**src/rtl/bk_memarb_pkg.sv**
```systemverilog
// Shared constants for the BK memory arbiter: FSM encodings, screen base and
// SRAM write lane selection.
package bk_memarb_pkg;

    localparam logic [2:0] ST_IDLE   = 3'd0;
    localparam logic [2:0] ST_VID    = 3'd1;
    localparam logic [2:0] ST_CPU_RD = 3'd2;
    localparam logic [2:0] ST_CPU_WR = 3'd3;
    localparam logic [2:0] ST_DONE   = 3'd4;

    localparam logic [16:0] VID_BASE_DEF = 17'o040000;
    localparam logic        CTL_IDLE     = 1'b1;

    // Returns {ub_n, lb_n}; odd byte address selects the upper lane.
    function automatic logic [1:0] wr_lanes_n(input logic byte_acc, input logic a0);
        logic [1:0] r;
        if (byte_acc) begin
            r = {~a0, a0};
        end else begin
            r = 2'b00;
        end
        return r;
    endfunction

endpackage

```
**src/rtl/bk_memarb.sv**
```systemverilog
// Single-port async SRAM arbiter between the BK core bus and video refresh.
// Every SRAM-facing and core-facing output comes straight from a flop.
module bk_memarb
    import bk_memarb_pkg::*;
#(
    parameter int             AW       = 17,
    parameter int             WAIT     = 2,
    parameter logic [AW-1:0]  VID_BASE = AW'(VID_BASE_DEF)
) (
    input  logic          clk,
    input  logic          reset,
    input  logic          cpu_rd,
    input  logic          cpu_wt,
    input  logic          cpu_byte,
    input  logic [AW-1:0] cpu_adr,
    input  logic [15:0]   cpu_wdata,
    output logic [15:0]   cpu_rdata,
    output logic          cpu_reply,
    input  logic          vid_req,
    input  logic [12:0]   vid_adr,
    output logic [15:0]   vid_rdata,
    output logic          vid_ack,
    output logic [AW-2:0] sram_a,
    input  logic [15:0]   sram_dq_i,
    output logic [15:0]   sram_dq_o,
    output logic          sram_dq_oe,
    output logic          sram_we_n,
    output logic          sram_oe_n,
    output logic          sram_ub_n,
    output logic          sram_lb_n
);

    localparam int            WW    = (WAIT > 0) ? $clog2(WAIT + 1) : 1;
    localparam logic [WW-1:0] WLAST = WW'(WAIT);
    localparam logic [WW-1:0] WONE  = WW'(1);

    logic [2:0]    state;
    logic [WW-1:0] wcnt;
    logic          last_vid;

    logic          cpu_pend;
    logic          vid_pend;
    logic          grant_vid;
    logic          grant_cpu;
    logic [AW-2:0] vid_word;
    logic [1:0]    lanes_n;

    // Request qualification and fair grant; the ack/reply terms mask a requester
    // that has been served but has not yet released its level strobe.
    always_comb begin
        cpu_pend  = (cpu_rd | cpu_wt) & ~cpu_reply;
        vid_pend  = vid_req & ~vid_ack;
        grant_vid = vid_pend & (~cpu_pend | ~last_vid);
        grant_cpu = cpu_pend & ~grant_vid;
        vid_word  = VID_BASE[AW-1:1] + {{(AW-14){1'b0}}, vid_adr};
        lanes_n   = wr_lanes_n(cpu_byte, cpu_adr[0]);
    end

    // Arbitration FSM; SRAM controls are registered alongside the state.
    always_ff @(posedge clk or posedge reset) begin
        if (reset) begin
            state      <= ST_IDLE;
            wcnt       <= {WW{1'b0}};
            last_vid   <= 1'b0;
            cpu_reply  <= 1'b0;
            vid_ack    <= 1'b0;
            cpu_rdata  <= 16'h0000;
            vid_rdata  <= 16'h0000;
            sram_a     <= {(AW-1){1'b0}};
            sram_dq_o  <= 16'h0000;
            sram_dq_oe <= 1'b0;
            sram_we_n  <= CTL_IDLE;
            sram_oe_n  <= CTL_IDLE;
            sram_ub_n  <= CTL_IDLE;
            sram_lb_n  <= CTL_IDLE;
        end else begin
            vid_ack <= 1'b0;
            case (state)
                ST_IDLE: begin
                    wcnt <= {WW{1'b0}};
                    if (grant_vid) begin
                        state     <= ST_VID;
                        sram_a    <= vid_word;
                        sram_oe_n <= 1'b0;
                        sram_ub_n <= 1'b0;
                        sram_lb_n <= 1'b0;
                    end else if (grant_cpu) begin
                        last_vid <= 1'b0;
                        sram_a   <= cpu_adr[AW-1:1];
                        if (cpu_wt) begin
                            // With no wait states the single cycle must carry the pulse.
                            state      <= ST_CPU_WR;
                            sram_dq_o  <= cpu_wdata;
                            sram_dq_oe <= 1'b1;
                            sram_we_n  <= (WAIT == 0) ? 1'b0 : 1'b1;
                            sram_ub_n  <= lanes_n[1];
                            sram_lb_n  <= lanes_n[0];
                        end else begin
                            state     <= ST_CPU_RD;
                            sram_oe_n <= 1'b0;
                            sram_ub_n <= 1'b0;
                            sram_lb_n <= 1'b0;
                        end
                    end
                end
                ST_VID: begin
                    if (wcnt == WLAST) begin
                        vid_rdata <= sram_dq_i;
                        vid_ack   <= 1'b1;
                        last_vid  <= 1'b1;
                        sram_oe_n <= CTL_IDLE;
                        sram_ub_n <= CTL_IDLE;
                        sram_lb_n <= CTL_IDLE;
                        state     <= ST_IDLE;
                    end else begin
                        wcnt <= wcnt + WONE;
                    end
                end
                ST_CPU_RD: begin
                    if (wcnt == WLAST) begin
                        cpu_rdata <= sram_dq_i;
                        sram_oe_n <= CTL_IDLE;
                        sram_ub_n <= CTL_IDLE;
                        sram_lb_n <= CTL_IDLE;
                        state     <= ST_DONE;
                    end else begin
                        wcnt <= wcnt + WONE;
                    end
                end
                ST_CPU_WR: begin
                    if (wcnt == WLAST) begin
                        sram_we_n  <= CTL_IDLE;
                        sram_dq_oe <= 1'b0;
                        sram_ub_n  <= CTL_IDLE;
                        sram_lb_n  <= CTL_IDLE;
                        state      <= ST_DONE;
                    end else begin
                        wcnt      <= wcnt + WONE;
                        sram_we_n <= 1'b0;
                    end
                end
                ST_DONE: begin
                    if (cpu_rd | cpu_wt) begin
                        cpu_reply <= 1'b1;
                    end else begin
                        cpu_reply <= 1'b0;
                        state     <= ST_IDLE;
                    end
                end
                default: begin
                    state      <= ST_IDLE;
                    cpu_reply  <= 1'b0;
                    sram_dq_oe <= 1'b0;
                    sram_we_n  <= CTL_IDLE;
                    sram_oe_n  <= CTL_IDLE;
                    sram_ub_n  <= CTL_IDLE;
                    sram_lb_n  <= CTL_IDLE;
                end
            endcase
        end
    end

endmodule
```
**config.mk**
```make
export PLATFORM = sky130hd
export DESIGN_NAME = bk_memarb
export DESIGN_NICKNAME = d
export VERILOG_FILES = /design/src/rtl/bk_memarb_pkg.sv /design/src/rtl/bk_memarb.sv
export SDC_FILE = /design/constraint.sdc
export NUM_CORES = 1
export LEC_CHECK = 0
export CORE_UTILIZATION = 45
export CTS_CLUSTER_SIZE = 10
export DETAILED_ROUTE_END_ITERATION = 16
export GPL_ROUTABILITY_DRIVEN = 0
export PLACE_DENSITY = 0.95
export SETUP_SLACK_MARGIN = 0.4
export SLEW_MARGIN = 20
export SYNTH_ARGS = -nofsm -noshare
export SYNTH_HDL_FRONTEND = slang
export SYNTH_SLANG_ARGS = --single-unit
```
**constraint.sdc**
```tcl
create_clock -name clk -period 4.7 [get_ports clk]
set_input_delay 0.705 -clock clk [delete_from_list [all_inputs] [get_ports clk]]
set_output_delay 0.705 -clock clk [all_outputs]
set_load 0.01 [all_outputs]
```
---- Word-level counts from Yosys, hierarchy flattened ----
Index checks and enable logic that the tools add are counted.
operators by class
  multiplexer cells ....................... 38
  equality and inequality tests ........... 17
  add/sub/neg operators ................... 2
  bitwise gates (word level) .............. 15
  reduce and logical (&&, ||, !) cells .... 21
operators with widths
  cell                                                                    number
  16-bit two-way mux                                                      2
  1-bit two-way mux                                                       20
  4-bit AND reduction                                                     5
  14-bit by 13-bit adder with 15-bit output (first input constant)        1
  3-bit two-way mux                                                       5
  1-bit one-hot mux with 3 select lines                                   5
  2-bit != test (second input constant)                                   7
  3-bit one-hot mux with 4 select lines                                   1
  1-bit NOT                                                               9
  2-bit AND reduction                                                     4
  3-bit by 2-bit equality test with 1-bit output (second input constant)  2
  2-bit by 1-bit != test with 1-bit output (second input constant)        3
  3-bit != test (second input constant)                                   2
  2-bit nonzero test                                                      3
  2-bit OR reduction                                                      3
  3-bit OR reduction                                                      2
  5-bit AND reduction                                                     1
  1-bit AND                                                               4
  2-bit two-way mux                                                       2
  1-bit one-hot mux with 2 select lines                                   2
  2-bit one-hot mux with 2 select lines                                   1
  4-bit OR reduction                                                      1
  3-bit by 1-bit equality test with 1-bit output (second input constant)  1
  3-bit equality test (second input constant)                             1
  5 further kinds                                                         6
word-level totals
  register bits after elaboration ......... 77
  logic and storage cells ................. 107
  input port bits ......................... 68

---- Depth between registers and ports, before layout ----
  depth after elaboration ................. 10
  mapped depth ............................ 7

---- Worst setup path after synthesis ----
No wires, ideal clock.
  kind .................................... input-to-reg
  start point ............................. in vid_req
  end point ............................... reg sram_dq_o[0]
  slack ................................... 2,608 ps
  stages on the path ...................... 6
  arrival time ............................ 1,967 ps
  path through ............................ or2b_2 > o21ai_0 > or4_1 > buf_6 > buf_12 > mux2_4
between the ends
  word-level cells in the longest chain between the ends .. 5
RTL lines
  element                                   RTL line         source
  start: declaration                        bk_memarb.sv:19  input logic vid_req,
  1-bit AND (*)                             bk_memarb.sv:52  vid_pend = vid_req & ~vid_ack;
  1-bit AND (*)                             bk_memarb.sv:53  grant_vid = vid_pend & (~cpu_pend | ~last_vid);
  1-bit NOT (no source line) (*)            n/a
  1-bit AND                                 bk_memarb.sv:54  grant_cpu = cpu_pend & ~grant_vid;
  4-bit AND reduction (no source line) (*)  n/a
  end signal: assignment                    bk_memarb.sv:93  sram_dq_o <= cpu_wdata;
  end: declaration                          bk_memarb.sv:25  output logic [15:0] sram_dq_o,
Every way passes the cells marked *; elsewhere a longest branch is shown, timed or not.
A chain may end at the register's enable or synchronous reset.

---- Final worst setup path ----
  start point ............................. in vid_req
  end point ............................... reg sram_dq_o[10]
Same word-level chain as after synthesis.

==> impl_summary.md <==
Clocking
The post-cts gate resize count is 0. The number of buffers inserted by hold repair at cts is 0. The cell chosen for the clock root is sky130_fd_sc_hd__clkbuf_8. The setup fix buffers added after clock tree synthesis is 0. The clock reaches the later pin of the worst-skew pair after 340 ps. TritonCTS built the clock tree.

The CTS buffer count is 9. The maximum number of buffers from clock root to sink is 2. The H-tree was split into 3 levels. The CTS clock-pin slew for the worst setup and hold paths is about 80 ps. The clock net in this run drives a total of 77 sinks.

Setup path
The critical path startpoint category is a primary input. In this run the register-to-register setup slack is roughly 2300 ps. At the worst endpoint, the arrival time is 2980 ps.

In this run the worst path has a maximum fanout of 18. STA classifies the critical path endpoint as a flip-flop. The critical path required time is between 4000 and 5000 ps. The classification of the worst setup path is in2reg.

Yosys
The sequential area share after synthesis is 0.605. The number of distinct library cell variants in the gate-level netlist after synthesis is 35. sky130_fd_sc_hd__dfrtp_1 is the most common cell in the netlist. The count of mapped cells out of synthesis is 240.

The commonest cells after synthesis are sky130_fd_sc_hd__dfrtp_1 (73), sky130_fd_sc_hd__mux2_2 (39), sky130_fd_sc_hd__a21oi_1 (22). The top cell type by total area after synthesis is sky130_fd_sc_hd__dfrtp_1. After synthesis the cells add up to approximately 0.0032 mm^2. Synthesis inferred slightly below 80 register bits. The commonest register cell after synthesis is sky130_fd_sc_hd__dfrtp_1. The number of nets in the synthesized netlist is 309.

The area share of the leading cell type in the synthesized netlist is 0.572. The synthesized area per cell is 13.3 um^2. The count of flip-flops with a built-in enable after synthesis is 0. After synthesis, the share of flip-flops with an asynchronous set or reset is 1.00. In the post-synthesis netlist, the biggest area contributors are sky130_fd_sc_hd__dfrtp_1 (57%), sky130_fd_sc_hd__mux2_2 (14%), sky130_fd_sc_hd__mux2i_1 (4.1%).

For this run, the number of Yosys warnings is 0.

Place
The number of port buffers is 138. Detailed placement finished with a half-perimeter wire length of 5380 um. Counting tap cells, the placed design contains a total of ~470 instances. Before CTS, the worst setup slack after placement is around 1600 ps.

Floorplanning
The floorplan step defined a die boundary enclosing 0.00743 mm^2. The floorplan core area is 0.00683 mm^2. The row count is 30. The floorplan step set the die height to 86.2 um. 139 I/O pins were placed.

The initial utilization of the core area, before any placement, comes to 0.467. The floorplan step set the die width to 86.2 um.

Detailed routing
Wires add up to 7420 um. The final antenna-violating net count is 0. The routed length on met3 is 504 um. After detailed routing, the average wire length per cell comes to 15.5 um.

In this run, the number of DRC markers left after iteration 0 of detailed routing was 79. After detailed routing, the met2 layer carries between 3000 and 4000 um of wire. Using the TritonRoute via totals, the vias-per-cell ratio works out to around 4.9. The highest layer touched by signal routing is met4.

In the final routing, the length of wire on met1 measures 2960 um. The remaining design rule violation count is 0. The pre-antenna-repair detailed-routing pass consisted of 4 iterations. The final route contains 2362 vias.

Finish
Fill cells in the final layout number ~500. The register cell area after layout is approximately 0.0019 mm^2. The fraction of layout cells with a size suffix above 1 is 0.201. The area growth from synthesis to layout is 51.7%.

The final non-filler cell total is 480. The area occupied by multi-input gates is approximately 0.0012 mm^2. The repair_antennas step left the layout with diodes totalling 0. At the end of the flow, the number of nets in the layout was 449.

Outcome
The run finished with clean final reports.

Global route
The wire length of the first global-routing pass is 12000 um. The number of global-route vias before repair came to 2512. The initial antenna violation count is 0.

The global-route usage over all layers is 0.212. The pin count of the biggest net entering global routing is 52. Summed over all layers, the global routing overflow is 0.

Timing
For the pin with the worst max-slew slack, the measured transition is 886 ps. The number of pins exceeding their max-slew limit in the final report is 0. The setup TNS is 0 ps. After layout, the worst setup slack is 1950 ps. Derived from the worst setup path, the maximum achievable clock frequency is 0.364 GHz.

The hold violation total from the final report is 0. Setup violations remaining at the end of the flow were counted as 0. The headroom to the max-slew limit is 0.409. The share of the clock period used by the worst path is 0.585.

Setup repair after global routing left no endpoint under its margin. For the final database, setup skew stands at ~9.5 ps. Counting I/O delays and the setup requirement, the final critical path takes 2750 ps.

Job
The count of maximum capacitance violations is 0.

Hold path
The tightest min-delay check is of the reg2reg type.

Power
The worst-case IR drop observed on VDD is 0.345 mV. The reported leakage power is 2.07 nW. The total power divided by cell area is 658 mW/mm^2.

The total power is 3.18 mW.
-- per-stage QoR --
step,instance area [um^2],util,hold WS [ps]
2_1_floorplan,3190,-,475
3_3_place_gp,4650,0.681,472
3_5_place_dp,4650,0.681,494
4_1_cts,4830,0.707,511
5_1_grt,4840,0.709,525
6_report,4840,0.709,509
-- flip-flops by register name, indices dropped and copies added (netlist names) --
| register | count |
|---|---|
| wcnt | 2 |
| cpu_reply | 1 |
| vid_rdata | 16 |
| sram_ub_n | 1 |
| state | 3 |
| vid_ack | 1 |
| sram_dq_o | 16 |
| sram_lb_n | 1 |
| sram_oe_n | 1 |
| sram_we_n | 1 |
| last_vid | 1 |
| sram_dq_oe | 1 |
| cpu_rdata | 16 |
| sram_a | 16 |
-- layer usage --
| metal | up-vias | track usage |
|---|---|---|
| met5 | - | 0 |
| met4 | 0 | 0.0939 |
| met1 | 1164 | 0.249 |
| li1 | 1108 | - |
| met3 | 11 | 0.0619 |
| met2 | 79 | 0.361 |
-- critical path: stages --
cell                              delay [ps]
sky130_fd_sc_hd__clkdlybuf4s50_1         440
sky130_fd_sc_hd__or2b_2                  350
sky130_fd_sc_hd__o21ai_0                 300
sky130_fd_sc_hd__or4_1                   750
sky130_fd_sc_hd__mux2_2                  420
-- area by class of cell --
class                   instances  share of cell area
multi-input cells             142               0.241
flip-flops and latches         77               0.399
clock inverters                 5              0.0109
inverters                       8             0.00646
clock buffers                  10              0.0264
repair buffers                142               0.292
well taps                      96              0.0248
-- where the power goes --
group | total (mW) | switching (mW) | internal, mW
combinational | 1.53 | 0.624 | 0.902
sequential | 1.19 | 0.191 | 1.00
clock | 0.465 | 0.226 | 0.240
-- path summary, 6_finish.rpt --
check	startpoint	to	depth (start not counted)
hold reg to reg	vid_rdata[8]$_DFFE_PP0P_	vid_rdata[8]$_DFFE_PP0P_	1
setup reg to reg	state[1]$_DFFE_PP0P_	sram_dq_o[3]$_DFFE_PP0P_	3
max in group asynchronous	reset	vid_rdata[5]$_DFFE_PP0P_	3
hold / removal	vid_rdata[8]$_DFFE_PP0P_	vid_rdata[8]$_DFFE_PP0P_	1
min in group asynchronous	reset	vid_rdata[3]$_DFFE_PP0P_	2
setup / recovery	vid_req	sram_dq_o[10]$_DFFE_PP0P_	5
-- kinds of logic after synthesis --
logic type	count (synthesis)	share of synthesized area
AO/OA/AOI/OAI	37	0.0651
adder cells (fa/ha/maj)	1	0.00392
buffers and inverters	21	0.0368
flip-flops	77	0.605
multiplexers	61	0.220
AND/OR/NAND/NOR	43	0.0694
-- cell usage in the layout (no fill, tap or decap), types with 2 or more instances in the layout --
cell / synthesis / layout
sky130_fd_sc_hd__clkdlybuf4s50_1: 0 / 138
sky130_fd_sc_hd__mux2_2: 39 / 39
sky130_fd_sc_hd__nor2_1: 21 / 21
sky130_fd_sc_hd__nor3_1: 2 / 2
sky130_fd_sc_hd__mux2_4: 8 / 8
sky130_fd_sc_hd__inv_1: 8 / 7
sky130_fd_sc_hd__o21ai_0: 7 / 7
sky130_fd_sc_hd__buf_4: 0 / 4
sky130_fd_sc_hd__a21oi_1: 22 / 21
sky130_fd_sc_hd__clkbuf_8: 0 / 9
sky130_fd_sc_hd__nand3_1: 2 / 2
sky130_fd_sc_hd__dfrtp_1: 73 / 73
sky130_fd_sc_hd__dfstp_2: 4 / 4
sky130_fd_sc_hd__nand2_1: 8 / 8
sky130_fd_sc_hd__nand3b_1: 3 / 3
sky130_fd_sc_hd__clkinv_2: 0 / 4
sky130_fd_sc_hd__mux2i_1: 13 / 13
Note: power is estimated with default switching activity, not from simulation.
